File: src/rtl/inc_dec_counter_mod13_mod7.sv
// Up/down event counter: increments wrap modulo 13, decrements wrap 0 -> 6.
// Define INC_DEC_EDGE_DETECT_EN to count rising edges of inc/dec instead of levels.
module inc_dec_counter_mod13_mod7 (
    input  logic       clk,
    input  logic       rst,
    input  logic       inc,
    input  logic       dec,
    output logic [3:0] cnt
);

    localparam logic [3:0] CNT_MAX  = 4'd12;
    localparam logic [3:0] DEC_WRAP = 4'd6;

    logic       inc_eff;
    logic       dec_eff;
    logic [3:0] cnt_next;

`ifdef INC_DEC_EDGE_DETECT_EN
    logic inc_q;
    logic dec_q;

    always_ff @(posedge clk or negedge rst) begin
        if (!rst) begin
            inc_q <= 1'b0;
            dec_q <= 1'b0;
        end else begin
            inc_q <= inc;
            dec_q <= dec;
        end
    end

    // Only a 0->1 transition counts, so a held strobe gives exactly one step.
    assign inc_eff = inc & ~inc_q;
    assign dec_eff = dec & ~dec_q;
`else
    assign inc_eff = inc;
    assign dec_eff = dec;
`endif

    always_comb begin
        cnt_next = cnt;
        if (cnt > CNT_MAX) begin
            // Out-of-range state recovers to 0 on the next edge, whatever the request.
            cnt_next = 4'd0;
        end else if (inc_eff && !dec_eff) begin
            cnt_next = (cnt == CNT_MAX) ? 4'd0 : cnt + 4'd1;
        end else if (dec_eff && !inc_eff) begin
            cnt_next = (cnt == 4'd0) ? DEC_WRAP : cnt - 4'd1;
        end
    end

    always_ff @(posedge clk or negedge rst) begin
        if (!rst) begin
            cnt <= 4'd0;
        end else begin
            cnt <= cnt_next;
        end
    end

endmodule

File: config.mk
export PLATFORM = sky130hd
export DESIGN_NAME = inc_dec_counter_mod13_mod7
export DESIGN_NICKNAME = d
export VERILOG_FILES = /design/src/rtl/inc_dec_counter_mod13_mod7.sv
export SDC_FILE = /design/constraint.sdc
export NUM_CORES = 1
export LEC_CHECK = 0
export ABC_AREA = 1
export CORE_AREA = 2 2 39 41
export CTS_CLUSTER_DIAMETER = 200
export DETAILED_ROUTE_END_ITERATION = 10
export DIE_AREA = 0 0 41 43
export PLACE_DENSITY_LB_ADDON = 0.08
export SETUP_SLACK_MARGIN = 0.4
export SYNTH_ARGS = -nofsm -noshare
export SYNTH_HDL_FRONTEND = slang
export SYNTH_SLANG_ARGS = --single-unit
File: constraint.sdc
create_clock -name clk -period 1.9 [get_ports clk]
set_input_delay 0.57 -clock clk [delete_from_list [all_inputs] [get_ports clk]]
set_output_delay 0.57 -clock clk [all_outputs]
set_load 0.1 [all_outputs]
==> reports/results.ini, run 1 <==
[timing]
maxSlewHeadroom_pct = 87.23
tns_ns = 0
slew_viol_final = 0
hold_violations = 0
period_share_pct = 78.37
rsz0062_at_grt = true
whs_ns = 0.5409
maxClockFrequency_mhz = 671.6
setup_viol = 0
worst_pin_slew_ns = 0.1916
worst_slack_ns = 0.4110
post-route-min-period_ns = 1.489
fin_skew_ns = 0.001490

[floorplan]
initial_core_util_pct = 27.22
fp.dieArea_mm2 = 0.001763
core_area_mm2 = 0.001384
num_rows = 14
ioPinCount = 8
die_h_um = 43
die_w_um = 41

[cells_and_area]
area_growth_pct = 47.51
diodes = 0
nNetsFinal = 79
largest_register_ffs = 4
drive_above_1_share_pct = 32.39
fillers = 149
reg_top3 = cnt: 4 flops
top_register = cnt
final_cell_area_um2 = 555.5

[synthesis]
ys_types = 17
ys_seq_elements = 4
yosys_warnings = 0
syn_nets = 65
synth_cells = 59
synth.top_cell.area_share_pct = 26.58
synth.area.top_cells = dfrtp_1, nand2_1, nand3_1
syn-mean-instance-area_um2 = 6.383
synth_area_um2 = 376.6
ys_seq_area_share_pct = 26.58
yosys.area.top_type = dfrtp_1

[route]
first_iter_violations = 3
num_vias = 384
drt_wl_total_um = 814
via_per_inst = 4.414
drt_first_pass_iters = 2
wl_per_cell_um = 9.356
final_antenna_net_count = 0
drc = 0

[setup_path]
cp_max_fo = 4
crit_type = reg2out
max_stage_delay_ns = 0.50
cpMaxStageDelayCell = dfrtp_4
crit_required_ns = 1.33
crit_family = flip-flops
critPathLaunchType = flip-flop
cp-end-kind = primary output
arrival_ns = 0.92
crit_chain = buf_12
path_buf_inv = 1

[hold_path]
hold_path_class = in2async

[grt]
grt_usage_pct = 11.07
antenna_found_initial = 0
use_met2_pct = 15.94
use_met1_pct = 15.21
top_usage_layer = met2
grt_pass1_wl_um = 1324
grt_max_degree = 11
grt_pass1_vias = 326
grt_overflow_total = 0
gr-usage-met3_pct = 4.712

[placed_design]
dpl_worst_slack_ns = 0.1216
place.port_buffers = 7
gp_congestion = 0.7647
post-dp-hpwl_um = 618.9
place_area_um2 = 505.5

[cts]
clk_pin_slew_ns = 0.04
numClockSinks = 4
clk-insertion-delay-late_ns = 0.23
cts_tree = done
htreeDepth = 1
postCtsHoldBufs = 0
cts_buffer_depth = 2
cts_made_buffers = 3
root_buffer = clkbuf_4

[outcome]
run_status = finished clean

[job]
drv_cap = 0

## timing repair
action                                  in CTS  in global routing
setup buffers                                3                  0
endpoints found under the setup margin       6                  4
gates resized for setup                      1                  3
## synthesized netlist by cell type
master / instances
a21oi_1: 1
buf_6: 1
dfrtp_1: 4
ha_1: 2
inv_1: 8
inv_2: 2
nand2_1: 22
nand2_2: 1
nand3_1: 8
nand3_2: 2
nand4_1: 1
nor2_1: 2
nor2_2: 1
nor2_4: 1
o21ai_1: 1
o22ai_1: 1
or2_1: 1
## path summary, 6_finish.rpt
check	from	endpoint	slack, ns	cells past startpoint
max	cnt[0]	cnt[0]	0.41	1
min	rst	cnt[0]	0.54	1
max reg2reg	cnt[1]	cnt[2]	0.48	7
min reg2reg	cnt[0]	cnt[0]	0.60	2
max in group asynchronous	rst	cnt[1]	1.17	1
min in group clk	cnt[0]	cnt[0]	0.60	2
## cells in the final DEF, fill, tap and decap left out, drive strengths merged
master	synthesis	final
o21ai	1	1
ha	2	2
dfrtp	4	4
dlygate4sd2	0	1
dlymetal6s2s	0	1
nand4	1	1
nor2	4	4
nand2	23	23
buf	1	7
a21oi	1	1
or2	1	1
inv	10	10
nand3	10	10
o22ai	1	1
clkdlybuf4s50	0	1
clkbuf	0	3
## metal layers
layer,wire length [µm],part of all wire [%],up-vias
met4,0,0,0
li1,-,-,207
met2,423,52,9
met5,0,0,-
met3,40,4.9,0
met1,349,43,168
## area by class of cell
| class | count | area (µm²) | area share, % |
|---|---|---|---|
| Sequential cell | 4 | 110.1 | 19.82 |
| Multi-Input combinational cell | 44 | 227.7 | 40.99 |
| Timing Repair Buffer | 10 | 137.6 | 24.77 |
| Tap cell | 16 | 20.02 | 3.604 |
| Inverter | 10 | 37.54 | 6.757 |
| Clock buffer | 3 | 22.52 | 4.054 |
## metrics by stage
stage | util [%] | cells
after floorplan | - | 59
after global placement | 36.53 | 81
after detailed placement | 36.53 | 81
after CTS | 39.69 | 87
after global routing | 40.14 | 87
final | 40.14 | 87
## cells by family (layout without fill, tap and decap cells)
kind of cell / count (synthesis) / in the layout / synth area share, %
AOI/OAI and AO/OA: 3 / 3 / 4.317
adders and majority gates: 2 / 2 / 6.643
DFF: 4 / 4 / 26.58
and+or+nand+nor: 39 / 39 / 49.51
buffers and inverters: 11 / 23 / 12.96
Power of run 1 is left out: the tool's default activity adds up to more than one toggle a clock period on the data nets, which glitch-free logic cannot reach.
==> inputs of run 2 (changes only) <==
- clock period: 1.9 -> 1.3 ns (I/O delays scaled with it)
==> run 2 against run 1 <==
  * Non-clock buffer count is 12 higher
  * Die area stayed put
  * Final cell count is 14% higher
  * Core utilization is 14 points higher
  * Register-to-register slack worse by 0.57 ns
  * Worst setup slack worse by 0.52 ns
  * First-iteration DRC count is 67% higher
  * Routed wire length is 33% higher
  * Flip-flop and latch count stayed put
  * The flow now finishes with violations (setup timing)
  * Design area is 35% higher
  * Critical path type unchanged
  * Via count is 15% higher
==> reports/results.ini, run 2 (synthesized netlist as in run 1, its figures left out) <==
[outcome]
run_status = finished with violations
failed_checks = setup timing

[cts]
root_buffer = clkbuf_4
clk_pin_slew_ns = 0.04
cts_made_buffers = 3
cts_tree = done
cts_buffer_depth = 2
numClockSinks = 4
htreeDepth = 1
clk-insertion-delay-late_ns = 0.24

[cells_and_area]
reg_top3 = cnt: 4 flops
top_register = cnt
fillers = 129
diodes = 0
final_common_cell = nand2_1
nNetsFinal = 91
area_growth_pct = 99.00
largest_register_ffs = 4
drive_above_1_share_pct = 56.63
layout_common_cells = nand2_1, buf_4, buf_6
post-route-util_pct = 54.16

[pwr]
power.density_mw_per_mm2 = 2916
p_leak_nw = 0.3608
worst_ir_drop_vdd_mv = 1.327
finalPower_w = 0.002186

[route]
via_per_inst = 4.444
drc = 0
drt_wl_total_um = 1079
final_antenna_net_count = 0
num_vias = 440
drt_first_pass_iters = 4
wl_per_cell_um = 10.90
first_iter_violations = 5

[floorplan]
die_w_um = 41
core_area_mm2 = 0.001384
fp.dieArea_mm2 = 0.001763
initial_core_util_pct = 27.22
die_h_um = 43
ioPinCount = 8
num_rows = 14

[placed_design]
post-dp-hpwl_um = 707.8
gp_congestion = 0.7747
place.port_buffers = 7

[setup_path]
cp_max_fo = 3
crit_chain = buf_6 -> buf_12
max_stage_delay_ns = 0.49
cp-end-kind = primary output
critPathLaunchType = flip-flop
crit_required_ns = 0.91
reg2regPathDepth = 7
cpMaxStageDelayCell = dfrtp_4
arrival_ns = 1.01
crit_type = reg2out

[timing]
whs_ns = 0.3574
post-route-min-period_ns = 1.404
slew_viol_final = 0
hold_violations = 0
worst_slack_ns = -0.1041
rsz0062_at_grt = true
setup_viol = 6
worst_pin_slew_ns = 0.1925
maxSlewHeadroom_pct = 87.13
fin_skew_ns = 0.006263
period_share_pct = 108.0
maxClockFrequency_mhz = 712.2

[hold_path]
hold_path_class = in2async

[job]
drv_cap = 0

[grt]
grt_usage_pct = 16.43
antenna_found_initial = 0
grt_pass1_vias = 483
grt_pass1_wl_um = 1918
grt_overflow_total = 0
grt_max_degree = 11

## run 2: cell types whose count changed in the layout (fill, tap and decap cells not counted), sizes merged
| cell | before | now |
|---|---|---|
| dlygate4sd2 | 1 | 0 |
| buf | 7 | 19 |
| dlymetal6s2s | 1 | 0 |
| clkdlybuf4s50 | 1 | 3 |
## run 2: cell type report
cell class | count | area, µm² | share of cell area (%)
tap | 16 | 20.02 | 2.671
sequential | 4 | 115.1 | 15.36
multi-input combinational | 44 | 301.5 | 40.23
inverter | 10 | 45.04 | 6.010
timing repair buffer | 22 | 245.2 | 32.72
clock buffer | 3 | 22.52 | 3.005
## run 2: timing repair
| item | in CTS | in global routing |
|---|---|---|
| gates resized for setup | 15 | 4 |
| pin swaps | 8 | 4 |
| hold buffers | 0 | 0 |
| hold endpoints to repair | 0 | 0 |
| endpoints found under the setup margin | 8 | 8 |
| buffers inserted | 9 | 1 |
## run 2: worst paths after layout
check | slack, ns | from | endpoint
hold reg to reg | 0.63 | cnt[1] | cnt[1]
max in group asynchronous | 0.74 | rst | cnt[2]
min in group clk | 0.63 | cnt[1] | cnt[1]
hold / removal | 0.36 | rst | cnt[3]
setup / recovery | -0.10 | cnt[1] | cnt[1]
setup reg to reg | -0.09 | cnt[0] | cnt[2]
## run 2: critical path: cells and delay by family, from the launching register on
kind / cells / cell delay [ns]
buffers and inverters: 2 / 0.28
flip-flops: 1 / 0.49
## run 2: power breakdown
group | internal, W | total (W) | switching, W | leakage (nW)
logic | 0.000755 | 0.00174 | 0.000981 | 0.303
registers | 0.000220 | 0.000297 | 0.0000765 | 0.0444
clock network | 0.000103 | 0.000153 | 0.0000499 | 0.0138
## run 2: layer usage
layer | share of wire [%] | wire [µm] | global-route usage, %
met4 | 0 | 0 | 3.333
met1 | 38 | 414 | 17.26
met5 | 0 | 0 | 0
met2 | 58 | 628 | 29.06
met3 | 3.4 | 37 | 6.283
## run 2: stage by stage
step | setup TNS [ns] | std cells | instance area (µm²) | setup WS, ns
2_1_floorplan | -0.2694 | 59 | 416.7 | -0.09119
3_3_place_gp | -0.6351 | 86 | 573.1 | -0.2138
3_5_place_dp | -0.6903 | 86 | 573.1 | -0.2213
4_1_cts | -0.4676 | 98 | 725.7 | -0.1139
5_1_grt | -0.7895 | 99 | 749.5 | -0.1505
6_report | -0.4223 | 99 | 749.5 | -0.1041
(Power assumes the default switching activity.)
